File: src/rtl/ipif_master_pkg.sv
`default_nettype none
// ============================================================================
// Module      : ipif_master_pkg
// Description : Shared constants and types for the IPIF command master:
//               FSM state encoding, CE vector width, index-to-address shift.
// Revision    : 1.0 - initial release
// ============================================================================
package ipif_master_pkg;

  // FSM state encoding
  localparam logic [1:0] ST_IDLE   = 2'd0;
  localparam logic [1:0] ST_ACCESS = 2'd1;
  localparam logic [1:0] ST_RESP   = 2'd2;

  // Bus geometry
  localparam int CE_WIDTH   = 32;
  localparam int REG_IDX_W  = 5;
  localparam int ADDR_SHIFT = 2;   // registers are 32-bit words: byte addr = idx*4

  // Latched command captured at acceptance
  typedef struct packed {
    logic                 rnw;
    logic [REG_IDX_W-1:0] idx;
    logic [31:0]          data;
    logic [3:0]           be;
  } cmd_t;

  // Byte address of a register index
  function automatic logic [31:0] reg_to_addr(input logic [REG_IDX_W-1:0] idx);
    return 32'(idx) << ADDR_SHIFT;
  endfunction

endpackage : ipif_master_pkg
`default_nettype wire

File: src/rtl/ipif_ce_decode.sv
`default_nettype none
// ============================================================================
// Module      : ipif_ce_decode
// Description : Register index + enable to one-hot CE vector. Bit 0 of the
//               [0:31] vector (the MSB) selects register 0.
// Revision    : 1.0 - initial release
// ============================================================================
module ipif_ce_decode
  import ipif_master_pkg::*;
(
  input  logic [REG_IDX_W-1:0] idx,
  input  logic                 en,
  output logic [0:CE_WIDTH-1]  ce
);

  // One comparator per CE line; ascending range puts register 0 leftmost
  generate
    for (genvar i = 0; i < CE_WIDTH; i++) begin : g_ce
      assign ce[i] = en && (idx == REG_IDX_W'(i));
    end
  endgenerate

endmodule : ipif_ce_decode
`default_nettype wire

File: src/rtl/ipif_cmd_master.sv
`default_nettype none
// ============================================================================
// Module      : ipif_cmd_master
// Description : Converts a valid/ready command stream into single IPIF
//               register accesses (one CE line per register) and returns a
//               valid/ready response with read data, error and timeout.
//               C_NUM_REG : 1..32, C_TIMEOUT : 2..255.
// Revision    : 1.0 - initial release
// ============================================================================
module ipif_cmd_master
  import ipif_master_pkg::*;
#(
  parameter int C_NUM_REG = 32,
  parameter int C_TIMEOUT = 16
) (
  input  logic                 Bus2IP_Clk,
  input  logic                 Bus2IP_Reset,
  // command channel
  input  logic                 Cmd_Valid,
  output logic                 Cmd_Ready,
  input  logic                 Cmd_RNW,
  input  logic [4:0]           Cmd_Reg,
  input  logic [31:0]          Cmd_Data,
  input  logic [3:0]           Cmd_BE,
  // response channel
  output logic                 Rsp_Valid,
  input  logic                 Rsp_Ready,
  output logic [31:0]          Rsp_Data,
  output logic                 Rsp_Error,
  output logic                 Rsp_Timeout,
  // IPIF master side
  output logic [0:0]           Bus2IP_CS,
  output logic                 Bus2IP_RNW,
  output logic [0:31]          Bus2IP_Addr,
  output logic [0:31]          Bus2IP_Data,
  output logic [0:3]           Bus2IP_BE,
  output logic [0:CE_WIDTH-1]  Bus2IP_RdCE,
  output logic [0:CE_WIDTH-1]  Bus2IP_WrCE,
  input  logic [0:31]          IP2Bus_Data,
  input  logic                 IP2Bus_RdAck,
  input  logic                 IP2Bus_WrAck,
  input  logic                 IP2Bus_Error
);

  // Widened so that C_NUM_REG = 32 compares correctly against a 5-bit index
  localparam logic [5:0] c_num_reg = 6'(C_NUM_REG);
  // Counter value during the last ACCESS cycle before abort
  localparam logic [7:0] c_tmo_last = 8'(C_TIMEOUT - 1);

  logic [1:0]          r_state;
  cmd_t                r_cmd;
  logic [7:0]          r_cnt;
  logic [31:0]         r_rsp_data;
  logic                r_rsp_err;
  logic                r_rsp_tmo;

  logic                w_access;
  logic                w_idx_ok;
  logic                w_ack;
  logic                w_expire;
  logic [0:CE_WIDTH-1] w_ce;
  logic [31:0]         w_addr;

  assign w_access = (r_state == ST_ACCESS);
  assign w_idx_ok = ({1'b0, Cmd_Reg} < c_num_reg);
  // Only the ack matching the access direction terminates it
  assign w_ack    = w_access && (r_cmd.rnw ? IP2Bus_RdAck : IP2Bus_WrAck);
  assign w_expire = w_access && (r_cnt == c_tmo_last);
  assign w_addr   = reg_to_addr(r_cmd.idx);

  // One-hot CE generation, only enabled while an access is in flight
  ipif_ce_decode u_ce_decode (
    .idx (r_cmd.idx),
    .en  (w_access),
    .ce  (w_ce)
  );

  // Main FSM: command capture, access termination and response handshake
  always_ff @(posedge Bus2IP_Clk or posedge Bus2IP_Reset) begin
    if (Bus2IP_Reset) begin
      r_state    <= ST_IDLE;
      r_cmd      <= '0;
      r_rsp_data <= '0;
      r_rsp_err  <= 1'b0;
      r_rsp_tmo  <= 1'b0;
    end else begin
      case (r_state)
        ST_IDLE: begin
          if (Cmd_Valid) begin
            r_cmd.rnw  <= Cmd_RNW;
            r_cmd.idx  <= Cmd_Reg;
            r_cmd.data <= Cmd_Data;
            r_cmd.be   <= Cmd_BE;
            if (w_idx_ok) begin
              r_state <= ST_ACCESS;
            end else begin
              // Out-of-range index: answer immediately, never touch the bus
              r_state    <= ST_RESP;
              r_rsp_data <= '0;
              r_rsp_err  <= 1'b1;
              r_rsp_tmo  <= 1'b0;
            end
          end
        end
        ST_ACCESS: begin
          // Ack is checked first so an ack on the expiry cycle still wins
          if (w_ack) begin
            r_state    <= ST_RESP;
            r_rsp_data <= r_cmd.rnw ? IP2Bus_Data : 32'd0;
            r_rsp_err  <= IP2Bus_Error;
            r_rsp_tmo  <= 1'b0;
          end else if (w_expire) begin
            r_state    <= ST_RESP;
            r_rsp_data <= '0;
            r_rsp_err  <= 1'b1;
            r_rsp_tmo  <= 1'b1;
          end
        end
        ST_RESP: begin
          if (Rsp_Ready) begin
            r_state    <= ST_IDLE;
            r_rsp_data <= '0;
            r_rsp_err  <= 1'b0;
            r_rsp_tmo  <= 1'b0;
          end
        end
        default: begin
          r_state <= ST_IDLE;
        end
      endcase
    end
  end

  // Timeout counter: zero on ACCESS entry, counts completed ACCESS cycles
  always_ff @(posedge Bus2IP_Clk or posedge Bus2IP_Reset) begin
    if (Bus2IP_Reset) begin
      r_cnt <= '0;
    end else if (w_access) begin
      r_cnt <= r_cnt + 8'd1;
    end else begin
      r_cnt <= '0;
    end
  end

  // Handshake outputs
  assign Cmd_Ready   = (r_state == ST_IDLE);
  assign Rsp_Valid   = (r_state == ST_RESP);
  assign Rsp_Data    = r_rsp_data;
  assign Rsp_Error   = r_rsp_err;
  assign Rsp_Timeout = r_rsp_tmo;

  // Bus outputs decode straight from state, so reset clears them immediately
  assign Bus2IP_CS   = w_access;
  assign Bus2IP_RNW  = w_access && r_cmd.rnw;
  assign Bus2IP_Addr = w_access ? w_addr : '0;
  assign Bus2IP_Data = (w_access && !r_cmd.rnw) ? r_cmd.data : '0;
  assign Bus2IP_BE   = w_access ? r_cmd.be : '0;
  assign Bus2IP_RdCE = r_cmd.rnw ? w_ce : '0;
  assign Bus2IP_WrCE = r_cmd.rnw ? '0 : w_ce;

endmodule : ipif_cmd_master
`default_nettype wire

File: config.mk
export PLATFORM = sky130hd
export DESIGN_NAME = ipif_cmd_master
export DESIGN_NICKNAME = d
export VERILOG_FILES = /design/src/rtl/ipif_master_pkg.sv /design/src/rtl/ipif_ce_decode.sv /design/src/rtl/ipif_cmd_master.sv
export SDC_FILE = /design/constraint.sdc
export NUM_CORES = 1
export LEC_CHECK = 0
export BUFFER_PORTS_ARGS = -buffer_cell sky130_fd_sc_hd__buf_2
export CAP_MARGIN = 20
export CORE_ASPECT_RATIO = 0.75
export CORE_MARGIN = 2
export CORE_UTILIZATION = 42
export CTS_BUF_LIST = sky130_fd_sc_hd__clkbuf_4
export DETAILED_ROUTE_END_ITERATION = 10
export GPL_TIMING_DRIVEN = 0
export PLACE_DENSITY = 0.91
export SYNTH_ARGS = -nofsm -noshare
export SYNTH_HDL_FRONTEND = slang
export SYNTH_HIERARCHICAL = 1
export SYNTH_SLANG_ARGS = --single-unit
export TNS_END_PERCENT = 20
File: constraint.sdc
create_clock -name Bus2IP_Clk -period 2.55 [get_ports Bus2IP_Clk]
set_input_delay 0.255 -clock Bus2IP_Clk [delete_from_list [all_inputs] [get_ports Bus2IP_Clk]]
set_output_delay 0.255 -clock Bus2IP_Clk [all_outputs]
set_load 0.1 [all_outputs]
# Word-level counts from Yosys, hierarchy flattened
# Index checks and enable logic that the tools add are counted.
# Widths: inputs -> output; s select.
# totals
regBits	86
inputBits	81
out_inout_bits	170
word_cells	113
# classes
add_sub_neg	1
eq_ne	37
muxes	23
n_reduce_logical	43
# ops
op	n
$mux 32	7
$eq 5x5->1 const B	16
$pmux 32 s2	1
$eq 5x4->1 const B	8
$logic_and 1x1->1	36
$eq 5x3->1 const B	4
$eq 5x2->1 const B	2
$add 8x1->8 const B	1
$eq 8x4->1 const B	1
$mux 2	4
$mux 8	1
$mux 7	1
$pmux 2 s3	1
$reduce_and 3->1	2
$eq 5x1->1 const B	1
$logic_not 5->1	1
$mux 1	5
$mux 4	1
$pmux 1 s2	2
$ne 3x3->1 const B	1
$eq 2x1->1 const B	1
$eq 2x2->1 const B	1
$logic_not 2->1	1
$ne 2x1->1 const B	1
other kinds (4)	4

# Depth between registers and ports, before layout
# logic_depth
depth_word	5
ltp_mapped	7
depth_no_buf	6

# Modules after synthesis
# Netlist, hierarchy kept.
# modules_own_cells
module	n_inst	cells_per_inst	area_each_um2	seq_area_each_um2
ipif_cmd_master	1	366	4272.8	2152.1
ipif_ce_decode	1	47	234.0	0.0

# Worst setup path after synthesis
# OpenSTA, ideal clock, no wires.
# synth_path
path_type	reg2out
from	register r_state[1]
to	output port Bus2IP_WrCE[3] in the netlist's numbering
t_arrival_ns	3.552
required_time_ns	2.295
path_slack_ns	-1.257
stages_incl_launch_ff	6
n_path_buf	0
path_cell_list	dfrtp_1 > inv_1 > ha_1 > or4b_4 > nor2_1 > nor2b_1
# synth_via
elab_chain_len	3
# synth_lines
item	line	rtl
start, declared	ipif_cmd_master.sv:50	logic [1:0] r_state;
start signal, assigned	ipif_cmd_master.sv:81	r_state <= ST_IDLE;
start signal, assigned	ipif_cmd_master.sv:95	r_state <= ST_ACCESS;
start signal, assigned	ipif_cmd_master.sv:98	r_state <= ST_RESP;
$eq 2x1->1	ipif_cmd_master.sv:64	assign w_access = (r_state == ST_ACCESS);
net Bus2IP_CS	ipif_cmd_master.sv:32	output logic [0:0] Bus2IP_CS,
$logic_and 1x1->1	ipif_ce_decode.sv:19	assign ce[i] = en && (idx == REG_IDX_W'(i));
net w_ce (one bit)	ipif_cmd_master.sv:61	logic [0:CE_WIDTH-1] w_ce;
$mux 32	ipif_cmd_master.sv:159	assign Bus2IP_WrCE = r_cmd.rnw ? '0 : w_ce;
end, declared	ipif_cmd_master.sv:38	output logic [0:CE_WIDTH-1] Bus2IP_WrCE,
# The timed path passes the listed nets, and every way through them passes these cells.

# Worst setup path after layout
# layout_path
from	register r_state[1]
to	output port Bus2IP_RdCE[0] in the netlist's numbering
# layout_via
elab_chain_len	3
# layout_lines
item	line	rtl
$eq 2x1->1	ipif_cmd_master.sv:64	
$logic_and 1x1->1	ipif_ce_decode.sv:19	
net w_ce (one bit)	ipif_cmd_master.sv:61	
$mux 32	ipif_cmd_master.sv:158	assign Bus2IP_RdCE = r_cmd.rnw ? w_ce : '0;
end, declared	ipif_cmd_master.sv:37	output logic [0:CE_WIDTH-1] Bus2IP_RdCE,
# The timed path passes the listed nets, and every way through them passes these cells.

==> results.json <==
{
  "status": "finished with violations",
  "violations": "negative setup slack",
  "utilization": 0.659,
  "place.gp.congestion": 0.793,
  "cts-root-buf": "clkbuf_4",
  "yosys-top-cells-area": "dfrtp_1, and2_1, mux2_1",
  "total_power_mw": 9.33,
  "htree_levels": 3,
  "finalSetupTns_ns": -0.00729,
  "dr.pass1.iters": 4,
  "hp-class": "in2reg",
  "period_share": 1.00,
  "n_antenna_cell": 0,
  "dp_hpwl_mm": 9.53,
  "syn-instance-count": 413,
  "required_ns": 2.30,
  "p_per_area_mw_per_mm2": 1370,
  "nets": 788,
  "arrival_ns": 2.30,
  "grt_usage": 0.226,
  "synth_area_mm2": 0.00451,
  "grt_pass1_vias": 4089,
  "crit_family": "simple AND/OR/NAND/NOR gates",
  "routed_via_density": 4.89,
  "overflow": 0,
  "drtIter0Drc": 164,
  "fin_crit_ns": 2.56,
  "drv_slew": 0,
  "avgSynthCellArea_um2": 10.9,
  "hold_viol": 0,
  "max-vdd-ir-drop_mv": 0.958,
  "ys_seq_area_frac": 0.478,
  "placed_cells": 799,
  "fmax_ghz": 0.391,
  "final_area_mm2": 0.00683,
  "final_cells": 843,
  "cp_slowest_cell": "or4b_4",
  "worst_hold_slack_ns": 0.0208,
  "die_y_um": 93.7,
  "critPathLaunchType": "flop",
  "yosysUniqueCellTypes": 35,
  "cts_buffers": 9,
  "synth_top_area_frac": 0.478,
  "critPathKind": "reg2out",
  "tightest_slew_ns": 0.614,
  "ys_seq_elements": 86,
  "io_pins": 251,
  "post-route-worst-setup-slack_ns": -0.00536,
  "syn_to_final_growth_pct": 51.6,
  "place_ws_ns": 0.0566,
  "path_clk_slew_ns": 0.14,
  "synthArstFlopShare": 1.00,
  "die_width_um": 124,
  "dr_total_vias": 4123,
  "grt_max_degree": 49,
  "cp_num_buf_inv": 2,
  "rows": 32,
  "cpPeakStageDelay_ns": 0.54,
  "cts_buffer_depth": 2,
  "port_buffers": 223,
  "grt_setup_unrepaired": "true",
  "synth-edff-count": 0,
  "drt_wl_total_mm": 13.9,
  "route.detailed.drc": 0,
  "yosys_warnings": 6,
  "grt_antenna_before_repair": 0,
  "clock-sinks": 86,
  "setup_viol": 2,
  "drv_cap": 0,
  "p_leak_nw": 3.52,
  "clock_latency_ns": 0.45,
  "endpoint_kind": "output pin",
  "drive_above_1_share": 0.468,
  "grt_pass1_wl_mm": 20.1,
  "post_drt_wl_per_cell_um": 16.5,
  "placed_cell_area_mm2": 0.00604,
  "drt.antenna.violating_nets": 0,
  "crit_fanout": 7,
  "start_util": 0.435,
  "synth_largest_area_cell": "dfrtp_1",
  "path_cells": "inv_2, ha_4, or4b_4, nor2_1, and2_1, buf_8",
  "synth_ff_type": "dfrtp_1",
  "relSlewSlack": 0.590,
  "finClkSkew_ns": 0.0229,
  "core_area_mm2": 0.0104,
  "cts_tree": "yes",
  "dieArea_mm2": 0.0116
}
-- cells by family after synthesis --
group                      share of synthesized area
AOI/OAI and AO/OA                             0.0763
and+or+nand+nor                                0.232
other                                       0.000832
muxes                                          0.112
buffers and inverters                         0.0755
xor gates and xnor gates                      0.0117
DFF                                            0.478
adders and majority gates                     0.0139
-- routing by layer --
metal	track usage	part of all wire	vias up
li1	-	-	1910
met1	0.261	0.38	1980
met2	0.384	0.51	202
met3	0.0856	0.087	31
met4	0.0795	0.026	0
met5	0	0	-
-- state kept, by name (all words and copies together) (netlist names) --
name,count
r_cmd,42
Rsp_Error,1
Rsp_Timeout,1
Rsp_Data,32
r_state,2
r_cnt,8
-- area by class of cell --
type / count / area (um2)
buffer: 53 / 334
inverter: 4 / 17.5
sequential: 86 / 2150
fill: 775 / 3540
clock buffer: 9 / 67.6
clock inverter: 7 / 65.1
tap: 136 / 170
timing repair buffer: 252 / 1780
multi-input combinational: 296 / 2250
-- cells in the mapped netlist (2+ instances only) --
master     count
and3_1         3
buf_1          4
mux2_1        38
nand4bb_1      3
nand3_1        4
buf_6          3
mux2_2         6
ha_1           5
buf_2          2
nand2_1        2
clkbuf_1      17
o21ai_1        2
xor2_1         2
or2_1          2
inv_1          4
dfrtp_1       86
nor2_1        32
and2_1        81
xnor2_1        4
nand2b_1       3
nand4b_1       3
a22o_1        33
buf_4         27
nor2b_1       36
-- path summary, 6_finish.rpt --
kind,start,end,slack (ns),depth (start not counted)
worst max-delay path,r_state[1],Bus2IP_RdCE[0],-0.005,6
worst min-delay path,Cmd_Reg[4],r_cmd[40],0.02,2
worst max register to register,r_state[1],Rsp_Data[29],0.26,9
worst min register to register,r_cnt[0],r_cnt[0],0.47,1
max in group asynchronous,Bus2IP_Reset,Rsp_Data[17],1.56,4
min in group asynchronous,Bus2IP_Reset,r_cmd[15],0.39,3
-- what timing repair did --
item | CTS | global route
resized for setup | 76 | 80
setup buffers | 2 | 1
hold buffers | 16 | 9
hold endpoints to repair | 53 | 9
endpoints found under the setup margin | 83 | 81
-- where the power goes --
group          internal (mW)  switching, mW
Clock                  0.290          0.459
Sequential              1.90          0.384
Combinational           1.43           4.87
Total                   3.62           5.71
-- placed cells by master, fill, tap and decap left out, types with 9 or more instances in the layout --
master / synthesis / routed
a22o_1: 33 / 33
and2_1: 81 / 78
buf_2: 2 / 137
buf_4: 27 / 74
buf_6: 3 / 10
clkbuf_1: 17 / 9
clkbuf_4: 0 / 37
conb_1: 1 / 27
dfrtp_1: 86 / 86
dlygate4sd3_1: 0 / 25
mux2_1: 38 / 38
nor2_1: 32 / 29
nor2b_2: 0 / 29
Note: power is estimated with default switching activity, not from simulation.
